## src/rtl/truth_sweep_pkg.sv

```systemverilog
// truth_sweep_pkg: state encoding and configuration limits shared by the
// truth-table sweeper and its hold counter.
package truth_sweep_pkg;

  // Largest supported DUT input count and per-vector settle time.
  localparam int TS_N_MAX      = 8;
  localparam int TS_SETTLE_MAX = 15;

  // Hold counter width: wide enough to count 0..TS_SETTLE_MAX.
  localparam int TS_HOLD_W = $clog2(TS_SETTLE_MAX + 1);

  // Sweep sequencer states (2-bit encoding).
  typedef enum logic [1:0] {
    TS_IDLE = 2'd0,
    TS_RUN  = 2'd1,
    TS_DONE = 2'd2
  } ts_state_t;

endpackage

```

## src/rtl/truth_sweep_hold.sv

```systemverilog
// truth_sweep_hold: per-vector settle counter. While run is high it counts
// 0..SETTLE and raises sample for one cycle on the final hold cycle, then
// wraps so the next vector gets a full SETTLE+1 cycle hold.
module truth_sweep_hold
  import truth_sweep_pkg::*;
#(
  parameter int SETTLE = 0
) (
  input  logic clk,
  input  logic rst,
  input  logic clear,
  input  logic run,
  output logic sample
);

  localparam logic [TS_HOLD_W-1:0] HOLD_LAST = TS_HOLD_W'(SETTLE);

  logic [TS_HOLD_W-1:0] cnt_reg;

  assign sample = run && (cnt_reg == HOLD_LAST);

  // Hold counter: restart on sweep start or after each sample strobe.
  always_ff @(posedge clk or posedge rst) begin
    if (rst) begin
      cnt_reg <= '0;
    end else if (clear || sample) begin
      cnt_reg <= '0;
    end else if (run) begin
      cnt_reg <= cnt_reg + TS_HOLD_W'(1);
    end
  end

endmodule

```

## src/rtl/truth_sweep.sv

```systemverilog
// truth_sweep: exhaustive truth-table sweeper for an N-input, 1-output
// combinational block. Drives vec = 0..2^N-1, samples f_in after each
// SETTLE+1 cycle hold, builds sig and counts its ones.
// Optional checking against EXPECT is compiled in with TRUTH_SWEEP_CHECK_EN.
module truth_sweep
  import truth_sweep_pkg::*;
#(
  parameter int               N      = 4,
  parameter int               SETTLE = 0,
  parameter logic [(1<<N)-1:0] EXPECT = '0
) (
  input  logic               clk,
  input  logic               rst,
  input  logic               start,
  input  logic               f_in,
  output logic [N-1:0]       vec,
  output logic               busy,
  output logic               done,
  output logic [(1<<N)-1:0]  sig,
  output logic [N:0]         ones
`ifdef TRUTH_SWEEP_CHECK_EN
  ,
  output logic               pass,
  output logic [N:0]         err_count,
  output logic [N-1:0]       first_err
`endif
);

  localparam logic [N-1:0] VEC_LAST = {N{1'b1}};

  // Configuration range flag; not consumed by logic.
  wire logic unused_cfg_ok = (N >= 1) && (N <= TS_N_MAX) &&
                             (SETTLE >= 0) && (SETTLE <= TS_SETTLE_MAX);

  ts_state_t state_reg, state_next;
  logic      sample;

  wire logic start_sweep = (state_reg == TS_IDLE) && start;
  wire logic run         = (state_reg == TS_RUN);
  wire logic last_sample = sample && (vec == VEC_LAST);

  truth_sweep_hold #(.SETTLE(SETTLE)) u_hold (
    .clk    (clk),
    .rst    (rst),
    .clear  (start_sweep),
    .run    (run),
    .sample (sample)
  );

  // Sequencer state register.
  always_ff @(posedge clk or posedge rst) begin
    if (rst) state_reg <= TS_IDLE;
    else     state_reg <= state_next;
  end

  // Next-state: start only honoured in IDLE, DONE lasts exactly one cycle.
  always_comb begin
    state_next = state_reg;
    case (state_reg)
      TS_IDLE: if (start)       state_next = TS_RUN;
      TS_RUN:  if (last_sample) state_next = TS_DONE;
      TS_DONE:                  state_next = TS_IDLE;
      default:                  state_next = TS_IDLE;
    endcase
  end

  // Sweep datapath: vector stepping, truth-table capture and ones count.
  // vec stops at the last vector rather than wrapping.
  always_ff @(posedge clk or posedge rst) begin
    if (rst) begin
      vec  <= '0;
      busy <= 1'b0;
      done <= 1'b0;
      sig  <= '0;
      ones <= '0;
    end else begin
      done <= 1'b0;
      if (start_sweep) begin
        vec  <= '0;
        sig  <= '0;
        ones <= '0;
        busy <= 1'b1;
      end else if (sample) begin
        sig[vec] <= f_in;
        ones     <= ones + (N+1)'(f_in);
        if (last_sample) begin
          busy <= 1'b0;
          done <= 1'b1;
        end else begin
          vec <= vec + N'(1);
        end
      end
    end
  end

`ifdef TRUTH_SWEEP_CHECK_EN
  wire logic mismatch = (f_in != EXPECT[vec]);

  // Checker: count mismatches, latch the lowest failing vector, and
  // resolve pass on the final sample so a last-vector miss is included.
  always_ff @(posedge clk or posedge rst) begin
    if (rst) begin
      pass      <= 1'b0;
      err_count <= '0;
      first_err <= '0;
    end else if (start_sweep) begin
      pass      <= 1'b0;
      err_count <= '0;
      first_err <= '0;
    end else if (sample) begin
      if (mismatch) begin
        err_count <= err_count + (N+1)'(1);
        if (err_count == '0) first_err <= vec;
      end
      if (last_sample) pass <= (err_count == '0) && !mismatch;
    end
  end
`else
  wire logic unused_expect = ^EXPECT;
`endif

endmodule

```

## config.mk

```make
export PLATFORM = sky130hd
export DESIGN_NAME = truth_sweep
export DESIGN_NICKNAME = d
export VERILOG_FILES = /design/src/rtl/truth_sweep_pkg.sv /design/src/rtl/truth_sweep_hold.sv /design/src/rtl/truth_sweep.sv
export SDC_FILE = /design/constraint.sdc
export NUM_CORES = 1
export LEC_CHECK = 0
export ABC_AREA = 1
export BUFFER_PORTS_ARGS = -buffer_cell sky130_fd_sc_hd__buf_2
export CELL_PAD_IN_SITES_DETAIL_PLACEMENT = 0
export CELL_PAD_IN_SITES_GLOBAL_PLACEMENT = 1
export CORE_ASPECT_RATIO = 0.8
export CORE_MARGIN = 8
export CORE_UTILIZATION = 23
export DETAILED_ROUTE_END_ITERATION = 10
export PLACE_DENSITY_LB_ADDON = 0.1
export REMOVE_ABC_BUFFERS = 1
export SYNTH_ARGS = -nofsm -noshare
export SYNTH_HDL_FRONTEND = slang
export SYNTH_SLANG_ARGS = --single-unit
```

## constraint.sdc

```tcl
create_clock -name clk -period 1.45 [get_ports clk]
set_input_delay 0.145 -clock clk [delete_from_list [all_inputs] [get_ports clk]]
set_output_delay 0.145 -clock clk [all_outputs]
set_load 0.05 [all_outputs]
```

Word-level counts from Yosys, hierarchy flattened
Index checks and enable logic that the tools add are counted.
{"block": "word_totals", "ff_bits": 33, "in_bits": 4, "out_inout_bits": 27, "wordCells": 51}
{"block": "op_classes", "addsub": 3, "n_lt_le_gt_ge": 2, "n_eq_ne": 5, "muxes": 21, "reduce_logical": 13}
{"op": "$mux 16", "n": 2}
{"op": "$mux 4", "n": 5}
{"op": "$bwmux 16", "n": 1}
{"op": "$mux 5", "n": 2}
{"op": "$add 4x1->4 const B", "n": 2}
{"op": "$mux 1", "n": 7}
{"op": "$reduce_and 2->1", "n": 3}
{"op": "$reduce_bool 2->1", "n": 3}
{"op": "$add 5x1->5", "n": 1}
{"op": "$lt 4x5->1 const B", "n": 1}
{"op": "$demux 1 s4", "n": 1}
{"op": "$eq 4x4->1 const B", "n": 1}
{"op": "$ge 4x1->1 const B", "n": 1}
{"op": "$logic_and 1x1->1", "n": 4}
{"op": "$logic_not 4->1", "n": 1}
{"op": "$mux 2", "n": 2}
{"op": "$ne 2x2->1 const B", "n": 2}
{"op": "$pmux 2 s2", "n": 1}
{"op": "$eq 2x1->1 const B", "n": 1}
{"op": "$logic_not 2->1", "n": 1}
{"op": "$ne 2x1->1 const B", "n": 1}
{"op": "$logic_or 1x1->1", "n": 1}

Depth between registers and ports, before layout
Gate-level depths: netlist (run 1).
{"block": "depth", "depth_word": 7, "mapped_depth": 9, "ltp_nobuf": 8}

Hierarchy
Synthesis (run 1) repeated with hierarchy kept, for this count alone.
{"block": "hier_totals", "hier_cells": 233, "hier_area_um2": 1740.4}
{"mod": "truth_sweep", "instances": 1, "cells_each": 203, "area_each_um2": 1508.9, "seq_area_each_um2": 725.7}
{"mod": "truth_sweep_hold", "instances": 1, "cells_each": 30, "area_each_um2": 231.5, "seq_area_each_um2": 100.1}

Least setup slack after synthesis (run 1)
Ideal clock, no wire load.
{"block": "synth_path", "path_kind": "register -> register", "startpoint": "register vec[1]", "endpoint": "register sig[15]", "setup_time_ns": 0.113, "t_arrival_ns": 1.457, "required_ns": 1.337, "slack_ns": -0.120, "stages_incl_launch_ff": 9, "path_buffers": 0, "synth_period_minus_slack_ns": 1.570, "path_cell_list": "dfrtp_1 ha_1 inv_1 nor2_2 inv_1 nor2_2 nand2_1 nand2_1 inv_1"}
{"block": "synth_between", "elab_chain_cells": 7, "elab_cells_between_ends": 8, "classes_between": "2 x order compare; 5 x mux; 1 x reduce/logical"}
{"item": "from (decl)", "line_no": "truth_sweep.sv:16", "rtl": "output logic [N-1:0] vec,"}
{"item": "from (signal assigned)", "line_no": "truth_sweep.sv:90", "rtl": "vec <= vec + N'(1);"}
{"item": "$lt 4x5->1 (implied by the code) or $ge 4x1->1 (tied branches)", "line_no": "truth_sweep.sv:84", "rtl": "sig[vec] <= f_in;"}
{"item": "$logic_and 1x1->1 (implied by the code)", "line_no": "truth_sweep.sv:84"}
{"item": "$mux 1 (implied by the code)", "line_no": "truth_sweep.sv:84"}
{"item": "$demux 1 s4 *", "line_no": "truth_sweep.sv:84"}
{"item": "$bwmux 16 *", "line_no": "truth_sweep.sv:84"}
{"item": "$mux 16 *", "line_no": "truth_sweep.sv:83", "rtl": "end else if (sample) begin"}
{"item": "$mux 16 *", "line_no": "truth_sweep.sv:78", "rtl": "if (start_sweep) begin"}
{"item": "to (signal, indexed assignment)", "line_no": "truth_sweep.sv:84"}
{"item": "to (decl)", "line_no": "truth_sweep.sv:19", "rtl": "output logic [(1<<N)-1:0] sig,"}
Every way passes the cells marked *; elsewhere a longest branch is shown, timed or not. The select of a mux whose other input is x is not followed.
A chain may end at the register's enable or synchronous reset.

Final worst setup path (run 1)
{"block": "layout_path", "startpoint": "register u_hold.cnt_reg[1]", "endpoint": "register sig[11]"}
{"block": "layout_between", "elab_chain_cells": 3}
{"item": "from (decl)", "line_no": "truth_sweep_hold.sv:18", "rtl": "logic [TS_HOLD_W-1:0] cnt_reg;"}
{"item": "from (signal assigned)", "line_no": "truth_sweep_hold.sv:29", "rtl": "cnt_reg <= cnt_reg + TS_HOLD_W'(1);"}
{"item": "$logic_not 4->1", "line_no": "truth_sweep_hold.sv:20", "rtl": "assign sample = run && (cnt_reg == HOLD_LAST);"}
{"item": "$logic_and 1x1->1", "line_no": "truth_sweep_hold.sv:20"}
{"item": "$reduce_bool 2->1 (no source line)"}
Every way passes these cells.

==> results.md, run 1 <==
- Hold WC Path Type: in -> reg
- H-tree depth: 2
- Max Cap Viol: 0
- Vias in the first global route: between 1500 and 2000
- Pins Over Slew Limit: 0
- Commonest non-fill, non-tap cell in the layout: nand2_1
- Antenna diode count: 0
- Clk slew on worst S/H paths: roughly 0.08 ns
- Routed len/inst: 12.9 um
- Max FO, Critical Path: 7
- Initial antenna violation count: 0
- Reg2reg setup slack: around 0.015 ns
- Synthesized instance count: 254
- Final WL: 5.38 mm
- CTS tree: built
- I/O pin count: 31
- Tmin final: between 1 and 1.5 ns
- RSZ-0062 raised after global routing: yes
- Combinational power share: 0.575
- Biggest register: sig
- # fillers: between 800 and 900
- Drt pass-1 iters: 4
- Largest net degree at the start of global routing: 36
- Syn_area_per_cell: 7.32 um2
- Post-route ant nets: 0
- Worst endpoint required time: 1.64 ns
- Number of remaining DRC errors: 0
- Total clock sinks: 33
- Starting Density: 0.236
- Die Area: 11200 um2
- Core area: 7870 um2
- Final setup violating endpoints: 0
- Max reg flops: 16
- Clock Root Buffer: clkbuf_8
- Internal: between 2 and 3 mW
- Hold WS: 0.222 ns
- Clock insertion delay at the later pin of the skew report: 0.29 ns
- Crit. End Element: flop
- Via count: 1696
- Share of post-route cells with drive strength above 1: 0.289
- Global-route wire length before repair: 8.28 mm
- IO Port Bufs: 30
- Clock power share: 0.177
- Die Span Y: around 96 um
- Net Sw Frac: 0.504
- Sequential share of power: 0.248
- Leakage: 1.43 nW
- TNS Setup: 0 ns
- Final hold violations: 0
- Worst slew margin relative to its limit: 0.697
- Gr ovfl total: 0
- Sequential cell area fraction in the yosys report: 0.444
- CP startpoint kind: flop
- Area growth from synthesis to layout: 36.4%
- Drt via density: roughly 4.1
- Cell Area, Synth: 1860 um2
- All-Layer GR Usage: 0.0972
- Yosys warns: 0
- Biggest regs: sig x16, ones x5
- Clock Skew: between 0.008 and 0.009 ns
- Die width: 117 um
- Seq cells post-synth: 33
- Most frequent cells in the layout: 79 x nand2_1, 35 x inv_1, 33 x dfrtp_1, 30 x buf_2, 28 x nand3_1
- Worst-Margin Slew: about 0.45 ns
- Pwr/cell area: 2360 nW/um2
- Final GP Congestion: 0.688
- Worst path arrival time: 1.62 ns
- Netlist cell types: 22
- Nets: 319
- Clock buffer depth: 2
- Total net switching power: ~3 mW
- Initial DRC count: between 40 and 50
- Fmax: approximately 0.70 GHz
- Row count: 29
- Maximum VDD drop: 822 uV
- Status: completed
- Inserted Clock Buffers: 5
- Setup CP Type: reg -> reg
- Total Power: 5.98 mW
- Crit share post-route: 0.990
- Dpl hpwl: between 3 and 4 mm
==> timing repair <==
| action | in CTS | in global routing |
|---|---|---|
| hold endpoints to repair | 33 | 0 |
| hold buffers | 1 | 0 |
| endpoints found under the setup margin | 0 | 21 |
| buffers inserted | 0 | 2 |
| resized for setup | 0 | 21 |
==> area by class of cell <==
| cell class | instances | area, um2 | area share |
|---|---|---|---|
| multi-input cells | 175 | 902 | 0.356 |
| well taps | 108 | 135 | 0.0533 |
| clock buffers | 5 | 68.8 | 0.0271 |
| flip-flops and latches | 33 | 826 | 0.325 |
| clock inverters | 3 | 65.1 | 0.0256 |
| repair buffers | 52 | 390 | 0.154 |
| inverters | 40 | 150 | 0.0592 |
==> routing by layer <==
layer | GRT usage | wire length, um
met5 | 0 | 0
met4 | 0.0319 | 52
met3 | 0.0311 | 283
met2 | 0.141 | 2080
met1 | 0.134 | 2960
==> metrics by stage <==
step | cells | setup slack, ns | util | instance area (um2)
6_report | 416 | 0.0151 | 0.322 | 2540
4_1_cts | 409 | 0.00958 | 0.301 | 2370
5_1_grt | 416 | -0.0694 | 0.322 | 2540
2_1_floorplan | 248 | -0.124 | - | 1820
3_3_place_gp | 400 | 0.0629 | 0.282 | 2220
3_5_place_dp | 400 | 0.0259 | 0.282 | 2220
==> cells in the mapped netlist, drive strengths merged <==
| cell | count | area [um2] |
|---|---|---|
| a21o | 1 | 7.51 |
| a21oi | 2 | 10.0 |
| buf | 5 | 36.3 |
| clkbuf | 1 | 3.75 |
| dfrtp | 33 | 826 |
| ha | 8 | 100 |
| inv | 40 | 150 |
| nand2 | 88 | 343 |
| nand3 | 31 | 165 |
| nand4 | 4 | 25.0 |
| nor2 | 32 | 144 |
| o21ai | 7 | 35.0 |
| o22ai | 1 | 6.26 |
| xor2 | 1 | 8.76 |
==> kinds of logic (layout without fill, tap and decap cells) <==
logic type | Yosys count | in the layout | synth area share
and+or+nand+nor | 155 | 155 | 0.364
buffers and inverters | 46 | 100 | 0.102
DFF | 33 | 33 | 0.444
AOI/OAI and AO/OA | 11 | 11 | 0.0316
adders and majority gates | 8 | 8 | 0.0538
xor gates and xnor gates | 1 | 1 | 0.00471
==> worst paths after layout <==
kind / end / cells past startpoint / startpoint
setup / recovery: sig[11]$_DFFE_PP0P_ / 8 / u_hold.cnt_reg[1]$_DFFE_PP0P_
hold / removal: ones[0]$_DFFE_PP0P_ / 4 / f_in
setup reg to reg: sig[11]$_DFFE_PP0P_ / 8 / u_hold.cnt_reg[1]$_DFFE_PP0P_
hold reg to reg: busy$_DFFE_PP0P_ / 2 / busy$_DFFE_PP0P_
max in group asynchronous: vec[3]$_DFFE_PP0P_ / 4 / rst
min in group asynchronous: sig[4]$_DFFE_PP0P_ / 4 / rst
==> worst max-delay path, stage by stage (launching register included) <==
cell	delay (ns)
dfrtp_1	0.41
inv_2	0.09
ha_4	0.14
nand2_4	0.07
nor2_8	0.24
clkbuf_16	0.19
nand3_1	0.06
o21ai_1	0.08
inv_1	0.05
==> power by group through the flow <==
stage	Combinational [mW]	Clock, mW	Sequential [mW]
final	3.44	1.06	1.49
after global routing	3.80	1.14	1.54
after CTS	3.17	1.10	1.49
after detailed placement	3.16	0	1.51
after global placement	3.17	0	1.50
after floorplan	1.16	0	2.58
(Power assumes the default switching activity.)
==> run 2: changes to the inputs <==
CORE_UTILIZATION = 35   (was 23)
clock period = 1.5 ns   (was 1.45 ns; I/O delays follow)
==> results.md, run 2 (synthesis results as in run 1) <==
- Initial DRC count: 85
- Slowest stage delay, CP: 0.39 ns
- Worst endpoint required time: about 1.7 ns
- H-tree depth: 2
- Drt via density: 4.58
- Routed len/inst: 12.3 um
- # fillers: between 500 and 600
- Worst-Margin Slew: 0.451 ns
- Slowest-stage cell, CP: dfrtp_1
- Commonest non-fill, non-tap cell in the layout: nand2_1
- Most frequent cells in the layout: 83 x nand2_1, 36 x inv_1, 31 x dfrtp_1, 30 x buf_2, 29 x nand3_1
- Maximum VDD drop: between 1000 and 1500 uV
- Clock power share: 0.145
- Final hold violations: 0
- Crit. End Element: flop
- Dpl hpwl: between 3 and 4 mm
- Starting Density: 0.367
- CP cell instances: inv_2, ha_2, nand2_2, nor2_8, buf_4, nand3_1, o21ai_1, inv_1
- Max Cap Viol: 0
- Core area: about 5100 um2
- Setup bufs post-CTS: 0
- Total net switching power: 2.70 mW
- Worst path arrival time: 1.56 ns
- Status: completed
- Clock insertion delay at the later pin of the skew report: approximately 0.28 ns
- All-Layer GR Usage: 0.119
- Pins Over Slew Limit: 0
- Biggest register: sig
- Worst slew margin relative to its limit: 0.700
- Design area: 2230 um2
- Via count: 1629
- Crit share post-route: 0.920
- Number of remaining DRC errors: 0
- Vias in the first global route: about 1600
- Drt pass-1 iters: 5
- CP startpoint kind: flop
- Biggest regs: sig x16, ones x5
- Hold WC Path Type: in -> reg
- Internal: 2.39 mW
- Fmax: 0.725 GHz
- Die Area: 7920 um2
- Nets: 305
- Clock Root Buffer: clkbuf_8
- Share of post-route cells with drive strength above 1: 0.214
- CTS tree: built
- Clock Skew: about 0.0058 ns
- Post-route core utilization: 0.441
- Setup CP Type: reg -> reg
- Antenna diode count: 0
- Global-route wire length before repair: 7.69 mm
- Total clock sinks: 33
- Die Span Y: between 80 and 90 um
- Max reg flops: 16
- Clock buffer depth: 2
- Area growth from synthesis to layout: 20.1%
- Final GP Congestion: between 0.7 and 0.8
- Combinational power share: 0.566
- Leakage: 1.32 nW
- Clk slew on worst S/H paths: 0.07 ns
- DP Area: 2110 um2
- IO Port Bufs: 30
- Die width: 97.5 um
- Row count: 23
- Max FO, Critical Path: 10
- RSZ-0062 raised after global routing: no
- Pwr/cell area: roughly 2300 nW/um2
- Gr ovfl total: 0
- Sequential share of power: 0.289
- Final WL: 4.36 mm
- CP bufs+invs: 3
- Inserted Clock Buffers: 5
- Net Sw Frac: 0.530
- Largest net degree at the start of global routing: 34
- Tmin final: 1.38 ns
- Final setup violating endpoints: 0
- I/O pin count: 31
- Initial antenna violation count: 0
- Critical path's top delay family: flip-flops
- Post-route ant nets: 0
-- run 2: changes by cell type in the layout (fill, tap and decap cells not counted), sizes merged --
cell    previous run  this run
buf               48        37
bufinv             2         0
clkbuf             8         7
-- run 2: tightest hold or removal path, cell delays in order --
cell     delay (ns)
buf_2          0.10
ha_1           0.13
nand2_1        0.05
nand2_1        0.05
-- run 2: path summary, 6_finish.rpt --
| check | to | slack [ns] | cells after the start | startpoint |
|---|---|---|---|---|
| min | ones[0]$_DFFE_PP0P_ | 0.24 | 4 | f_in |
| max reg2reg | sig[1]$_DFFE_PP0P_ | 0.12 | 8 | u_hold.cnt_reg[0]$_DFFE_PP0P_ |
| max in group asynchronous | vec[1]$_DFFE_PP0P_ | 0.65 | 4 | rst |
| max | sig[1]$_DFFE_PP0P_ | 0.12 | 8 | u_hold.cnt_reg[0]$_DFFE_PP0P_ |
| min in group asynchronous | sig[13]$_DFFE_PP0P_ | 0.51 | 4 | rst |
| min reg2reg | busy$_DFFE_PP0P_ | 0.48 | 2 | busy$_DFFE_PP0P_ |
-- run 2: final cells by class --
cell class              instances  area, um2  area share
clock buffers                   7       96.3      0.0431
clock inverters                 1       5.00     0.00224
inverters                      40        150      0.0672
multi-input cells             175        852       0.381
flip-flops and latches         33        828       0.371
well taps                      62       77.6      0.0347
repair buffers                 38        225       0.101
-- run 2: metrics by stage --
| step | instances | setup TNS (ns) | power, mW | hold slack (ns) | worst slack (ns) |
|---|---|---|---|---|---|
| finish | 356 | 0 | 5.09 | 0.242 | 0.121 |
| global route | 356 | 0 | 5.54 | 0.239 | 0.00107 |
| CTS | 356 | 0 | 5.15 | 0.230 | 0.0523 |
| detailed placement | 347 | 0 | 4.38 | 0.282 | 0.0700 |
| global placement | 347 | 0 | 4.36 | 0.276 | 0.0587 |
| floorplan | 248 | -0.175 | 3.61 | 0.279 | -0.0742 |
-- run 2: metal layers --
metal  GRT usage  up-vias  wire (um)
li1            -      854          -
met1       0.162      728       2290
met2       0.176       42       1790
met3      0.0373        5        247
met4      0.0407        0         42
met5           0        -          0
-- run 2: power groups by stage --
| stage | clock [mW] | sequential, mW | combinational [mW] |
|---|---|---|---|
| 2_1_floorplan | 0 | 2.49 | 1.12 |
| 3_3_place_gp | 0 | 1.48 | 2.88 |
| 3_5_place_dp | 0 | 1.48 | 2.90 |
| 4_1_cts | 0.769 | 1.47 | 2.91 |
| 5_1_grt | 0.802 | 1.52 | 3.22 |
| 6_report | 0.740 | 1.47 | 2.88 |
-- run 2: what timing repair did --
action                     in CTS  in global routing
setup endpoints to repair       0                 16
hold buffers                    1                  0
hold endpoints to repair       33                  0
gates resized for setup         0                  7
